==> src/rtl/cache_line_arbiter_pkg.sv <==
// Shared definitions for the cache-line arbiter, the caches and the bmem
// deserializer.
//   arb_state_t : arbiter FSM states
//   grant_t     : which cache was granted most recently
//   ADDR_WIDTH  : byte address width of every line port
//   LINE_WIDTH  : line width in bits (4 x 64-bit bmem beats)
package cache_line_arbiter_pkg;

    localparam int ADDR_WIDTH = 32;
    localparam int LINE_WIDTH = 256;

    typedef enum logic [1:0] {
        IDLE    = 2'd0,
        SERVE_I = 2'd1,
        SERVE_D = 2'd2,
        DONE    = 2'd3
    } arb_state_t;

    typedef enum logic {
        GRANT_I = 1'b0,
        GRANT_D = 1'b1
    } grant_t;

endpackage

==> src/rtl/cache_line_arbiter.sv <==
// Two-to-one arbiter between the icache and dcache line miss ports and the
// line-wide port of the bmem deserializer.
//
// Ports
//   clk, rst                      clock, synchronous active-high reset
//   i_dfp_addr/read               icache line read request (level)
//   i_dfp_rdata/resp              line and one-cycle completion to the icache
//   d_dfp_addr/read/write/wdata   dcache read or writeback request (level)
//   d_dfp_rdata/resp              line and one-cycle completion to the dcache
//   dfp_addr/read/write/wdata     latched command to the deserializer
//   dfp_rdata/resp                line and completion from the deserializer
//
// A grant latches the winner's address, command and write data; these stay
// frozen until the deserializer answers. The response is steered back
// combinationally. A one-cycle DONE state follows each transaction so that the
// caches can drop their request levels before the next arbitration.
module cache_line_arbiter #(
    parameter int ADDR_WIDTH = cache_line_arbiter_pkg::ADDR_WIDTH,
    parameter int LINE_WIDTH = cache_line_arbiter_pkg::LINE_WIDTH
) (
    input  logic                  clk,
    input  logic                  rst,

    input  logic [ADDR_WIDTH-1:0] i_dfp_addr,
    input  logic                  i_dfp_read,
    output logic [LINE_WIDTH-1:0] i_dfp_rdata,
    output logic                  i_dfp_resp,

    input  logic [ADDR_WIDTH-1:0] d_dfp_addr,
    input  logic                  d_dfp_read,
    input  logic                  d_dfp_write,
    input  logic [LINE_WIDTH-1:0] d_dfp_wdata,
    output logic [LINE_WIDTH-1:0] d_dfp_rdata,
    output logic                  d_dfp_resp,

    output logic [ADDR_WIDTH-1:0] dfp_addr,
    output logic                  dfp_read,
    output logic                  dfp_write,
    output logic [LINE_WIDTH-1:0] dfp_wdata,
    input  logic [LINE_WIDTH-1:0] dfp_rdata,
    input  logic                  dfp_resp
);

    import cache_line_arbiter_pkg::*;

    arb_state_t            state_reg,      state_next;
    grant_t                last_grant_reg, last_grant_next;
    logic [ADDR_WIDTH-1:0] addr_reg,       addr_next;
    logic [LINE_WIDTH-1:0] wdata_reg,      wdata_next;
    logic                  read_reg,       read_next;
    logic                  write_reg,      write_next;

    logic pend_i;
    logic pend_d;
    logic grant_d;

    assign pend_i = i_dfp_read;
    assign pend_d = d_dfp_read | d_dfp_write;

    // D wins when it is alone, or when both pend and I was served last.
    assign grant_d = pend_d & (~pend_i | (last_grant_reg == GRANT_I));

    always_ff @(posedge clk) begin
        if (rst) begin
            state_reg      <= IDLE;
            last_grant_reg <= GRANT_I;
            addr_reg       <= '0;
            wdata_reg      <= '0;
            read_reg       <= 1'b0;
            write_reg      <= 1'b0;
        end else begin
            state_reg      <= state_next;
            last_grant_reg <= last_grant_next;
            addr_reg       <= addr_next;
            wdata_reg      <= wdata_next;
            read_reg       <= read_next;
            write_reg      <= write_next;
        end
    end

    always_comb begin
        state_next      = state_reg;
        last_grant_next = last_grant_reg;
        addr_next       = addr_reg;
        wdata_next      = wdata_reg;
        read_next       = read_reg;
        write_next      = write_reg;

        unique case (state_reg)
            IDLE: begin
                if (grant_d) begin
                    state_next      = SERVE_D;
                    last_grant_next = GRANT_D;
                    addr_next       = d_dfp_addr;
                    wdata_next      = d_dfp_wdata;
                    // A simultaneous read and write is illegal; the write wins.
                    write_next      = d_dfp_write;
                    read_next       = ~d_dfp_write;
                end else if (pend_i) begin
                    state_next      = SERVE_I;
                    last_grant_next = GRANT_I;
                    addr_next       = i_dfp_addr;
                    wdata_next      = '0;
                    write_next      = 1'b0;
                    read_next       = 1'b1;
                end
            end
            SERVE_I, SERVE_D: begin
                // Commands drop the cycle after the response, i.e. in DONE.
                if (dfp_resp) begin
                    state_next = DONE;
                    read_next  = 1'b0;
                    write_next = 1'b0;
                end
            end
            DONE: begin
                state_next = IDLE;
            end
            default: begin
                state_next = IDLE;
            end
        endcase
    end

    assign dfp_addr  = addr_reg;
    assign dfp_wdata = wdata_reg;
    assign dfp_read  = read_reg;
    assign dfp_write = write_reg;

    // Responses outside SERVE_* are dropped here.
    assign i_dfp_resp  = (state_reg == SERVE_I) & dfp_resp;
    assign d_dfp_resp  = (state_reg == SERVE_D) & dfp_resp;
    assign i_dfp_rdata = dfp_rdata;
    assign d_dfp_rdata = dfp_rdata;

endmodule

==> config.mk <==
export PLATFORM = sky130hd
export DESIGN_NAME = cache_line_arbiter
export DESIGN_NICKNAME = d
export VERILOG_FILES = /design/src/rtl/cache_line_arbiter_pkg.sv /design/src/rtl/cache_line_arbiter.sv
export SDC_FILE = /design/constraint.sdc
export NUM_CORES = 1
export LEC_CHECK = 0
export CAP_MARGIN = 40
export CELL_PAD_IN_SITES_DETAIL_PLACEMENT = 2
export CELL_PAD_IN_SITES_GLOBAL_PLACEMENT = 2
export CORE_AREA = 2 2 546 548
export CTS_BUF_LIST = sky130_fd_sc_hd__clkbuf_8 sky130_fd_sc_hd__clkbuf_16
export CTS_CLUSTER_SIZE = 30
export DETAILED_ROUTE_END_ITERATION = 8
export DIE_AREA = 0 0 548 550
export PLACE_DENSITY = 0.36
export SETUP_SLACK_MARGIN = 0.15
export SLEW_MARGIN = 15
export SYNTH_ARGS = -nofsm -noshare
export SYNTH_HDL_FRONTEND = slang
export SYNTH_SLANG_ARGS = --single-unit
==> constraint.sdc <==
create_clock -name clk -period 4.2 [get_ports clk]
set_input_delay 0.63 -clock clk [delete_from_list [all_inputs] [get_ports clk]]
set_output_delay 0.63 -clock clk [all_outputs]
set_load 0.02 [all_outputs]
==> results.py <==
metrics = {
    "status": {
        "status": "finished, final reports clean",
    },
    "place": {
        "pre_cts_ws_ns": 0.983,
        "buffer_ports.inserted": 617,
        "placedCellCount": 5540,
        "finalWeightedCongestion": 0.736,
        "hpwl_mm": 140,
    },
    "drt": {
        "ant_nets": 0,
        "drt_iter0_markers": 564,
        "first_pass_iters": 5,
        "average_detailed_routed_wire_length_per_instance_um": 29.3,
        "total_wirelength_mm": 165,
        "drc": 0,
        "avgViaCountPerCell": 2.29,
        "num_vias": 12900,
    },
    "worst_setup_path": {
        "worstPathRequired_ns": 3.57,
        "reg2reg_slack_ns": 1.58,
        "worst_path_most_repeated_cell": "clkdlybuf4s50_1",
        "setup.worst_path.end_class": "primary output",
        "worstPathMaxFanout": 6,
        "cpMaxStageDelayCell": "clkdlybuf4s50_1",
        "timing.critical_path.slowest_cell_delay_ns": 0.70,
        "criticalPathCategory": "in -> out",
        "arrival_ns": 2.45,
        "worstPathCellList": "clkdlybuf4s50_1 -> and2_1 -> clkdlybuf4s50_1",
        "timing.critical_path.from_type": "input port",
    },
    "synth": {
        "yosys_warnings": 0,
        "synthDominantCellAreaShare_pct": 40.7,
        "seq_area_frac_synth_pct": 40.7,
        "synthDistinctLibCells": 28,
        "syn_nets": 2195,
        "synth_edf_count": 0,
        "synth.top_cells.by_area": "dfxtp_1 (41%), buf_4 (27%), a32oi_1 (16%)",
        "avgSynthCellArea_um2": 8.97,
        "yosys_most_used_dff": "dfxtp_1",
        "async_reset_ff_share_pct": 0,
        "number_of_cells_produced_by_synthesis": 1609,
        "syn_area_mm2": 0.0144,
        "synthesis_stage_register_bit_count": 293,
        "post-synth-top-area-cell": "dfxtp_1",
    },
    "clock_tree": {
        "post-cts-setup-buffer-count": 0,
        "tritoncts": "built",
        "cts_inserted_buffers": 46,
        "clkSinkCount": 293,
        "clock_path_buffers": 3,
        "post_cts.resized_instances": 0,
        "ctsHtreeMaxLevel": 2,
        "clk_pin_slew_ns": 0.07,
        "cts-root-buf": "clkbuf_16",
        "worst_skew_pair_latency_ns": 0.66,
        "post_cts_hold_buffer_count": 0,
    },
    "power": {
        "vdd_ir_drop_max_v": 0.000552,
        "cellLeakagePower_nw": 6.84,
        "power.density_mw_per_mm2": 638,
        "power_mw": 14.8,
    },
    "sta": {
        "tightest_slew_ns": 1.08,
        "final_skew_ns": 0.0369,
        "timing.final.ws_setup_ns": 1.12,
        "rsz0062_at_grt": "false",
        "timing.max_slew.rel_slack_pct": 28.0,
        "totalNegativeSetupSlack_ns": 0,
        "final_hold_violation_count": 0,
        "report.final.slew_viol_count": 0,
        "fmaxAchievable_ghz": 0.325,
        "timing.final.crit_share_pct": 73.2,
        "setup-violations-final": 0,
        "final_period_minus_worst_setup_slack_ns": 3.08,
    },
    "floorplanning": {
        "placement_rows": 200,
        "starting_utilization_of_the_core_area_pct": 4.88,
        "die_h_um": 550,
        "floorplan.core_area_mm2": 0.296,
        "num_io_pins": 1386,
        "horiz_die_dim_um": 548,
        "fp.dieArea_mm2": 0.301,
    },
    "global_route": {
        "initial_antenna_violation_count": 78,
        "gr-total-overflow": 0,
        "maximum_number_of_pins_on_one_net_before_global_route_repair": 149,
        "grt_pass1_vias": 13700,
        "grt_usage_pct": 10.4,
        "grt_util_met3_pct": 11.6,
        "global_route.usage.met1_pct": 6.82,
        "globalRoute.busiestLayer": "met2",
        "global_route_wire_length_before_repair_mm": 196,
        "grtUsageMet2_pct": 18.7,
    },
    "cells_and_area": {
        "fin_cells": 5634,
        "number_of_flip_flops_under_the_largest_register_name": 256,
        "nNetsFinal": 2235,
        "drive_above_1_share_pct": 6.36,
        "syn2layout_area_growth_pct": 60.2,
    },
    "flow_run": {
        "drv_cap": 0,
    },
    "worst_hold_path": {
        "min-delay-path-class": "in -> reg",
    },
}
per-stage QoR:
step	cell area, um^2	util (%)	hold slack, ns
after floorplan	14400	-	0.467
after global placement	21400	7.24	0.463
after detailed placement	21400	7.24	0.474
after CTS	23100	7.81	0.408
after global routing	23100	7.82	0.457
final	23100	7.82	0.459
layout make-up:
cell class | instances | area (um^2)
sequential | 293 | 5870
inverter | 2 | 7.51
clock buffer | 56 | 1300
timing repair buffer | 636 | 6450
antenna | 12 | 30.0
clock inverter | 26 | 389
fill | 34600 | 272000
multi-input combinational | 670 | 4150
tap | 3939 | 4930
where the power goes:
part	internal [mW]	leakage, nW	switching, mW
Clock	2.80	0.851	1.73
Combinational	2.34	3.58	3.88
Sequential	3.54	2.41	0.469
cell families after synthesis:
logic type / synth area share [%]
buffers and inverters: 30.8
flip-flops: 40.7
adder cells (fa/ha/maj): 0.347
AND/OR/NAND/NOR: 9.59
multiplexers: 0.139
AO/OA/AOI/OAI: 18.5
metal layers:
metal / share of wire (%) / vias up
li1: - / 5240
met1: 23 / 6013
met2: 50 / 1313
met4: 2.3 / 50
met5: 0.43 / -
met3: 24 / 289
synth_stat cells, types with 3 or more instances:
library cell / n
buf_2: 61
a32oi_1: 256
buf_4: 518
nor2_1: 289
o21ai_0: 4
a21oi_1: 3
a311oi_1: 29
nand2_1: 65
ha_1: 4
dfxtp_1: 293
clkbuf_1: 65
a311oi_2: 3
placed cells by master, fill, tap and decap left out, drive strengths merged:
| cell type | Yosys | final |
|---|---|---|
| o21ai | 4 | 4 |
| dfxtp | 293 | 293 |
| a32oi | 256 | 256 |
| clkinv | 0 | 9 |
| inv | 2 | 8 |
| bufinv | 0 | 10 |
| nand2 | 65 | 65 |
| nor2b | 1 | 1 |
| a221oi | 1 | 1 |
| nand3b | 1 | 1 |
| nor3b | 1 | 1 |
| a211o | 1 | 1 |
| a2bb2oi | 1 | 1 |
| or3 | 1 | 1 |
| a21boi | 1 | 1 |
| a311oi | 32 | 32 |
| o31ai | 1 | 1 |
| a22oi | 1 | 1 |
| o31a | 1 | 1 |
| nor4b | 1 | 1 |
| clkinvlp | 0 | 1 |
| clkdlybuf4s50 | 0 | 616 |
| diode | 0 | 12 |
| mux2i | 2 | 2 |
| and2 | 2 | 2 |
| clkbuf | 65 | 56 |
| nor2 | 289 | 289 |
| ha | 4 | 4 |
| a21oi | 3 | 3 |
| o2bb2ai | 1 | 1 |
| buf | 579 | 20 |
worst max-delay path: cells and delay by family:
| kind | cells | cell delay (ns) |
|---|---|---|
| buf+inv | 2 | 1.37 |
| simple gates | 1 | 0.44 |
final timing paths:
path           startpoint             end  depth (start not counted)
min                   rst  dfp_wdata[253]                          2
max reg2reg  state_reg[0]  dfp_wdata[134]                          7
max              dfp_resp      i_dfp_resp                          3
min reg2reg      dfp_read        dfp_read                          2
No activity file was read; power rests on OpenSTA's default activity.
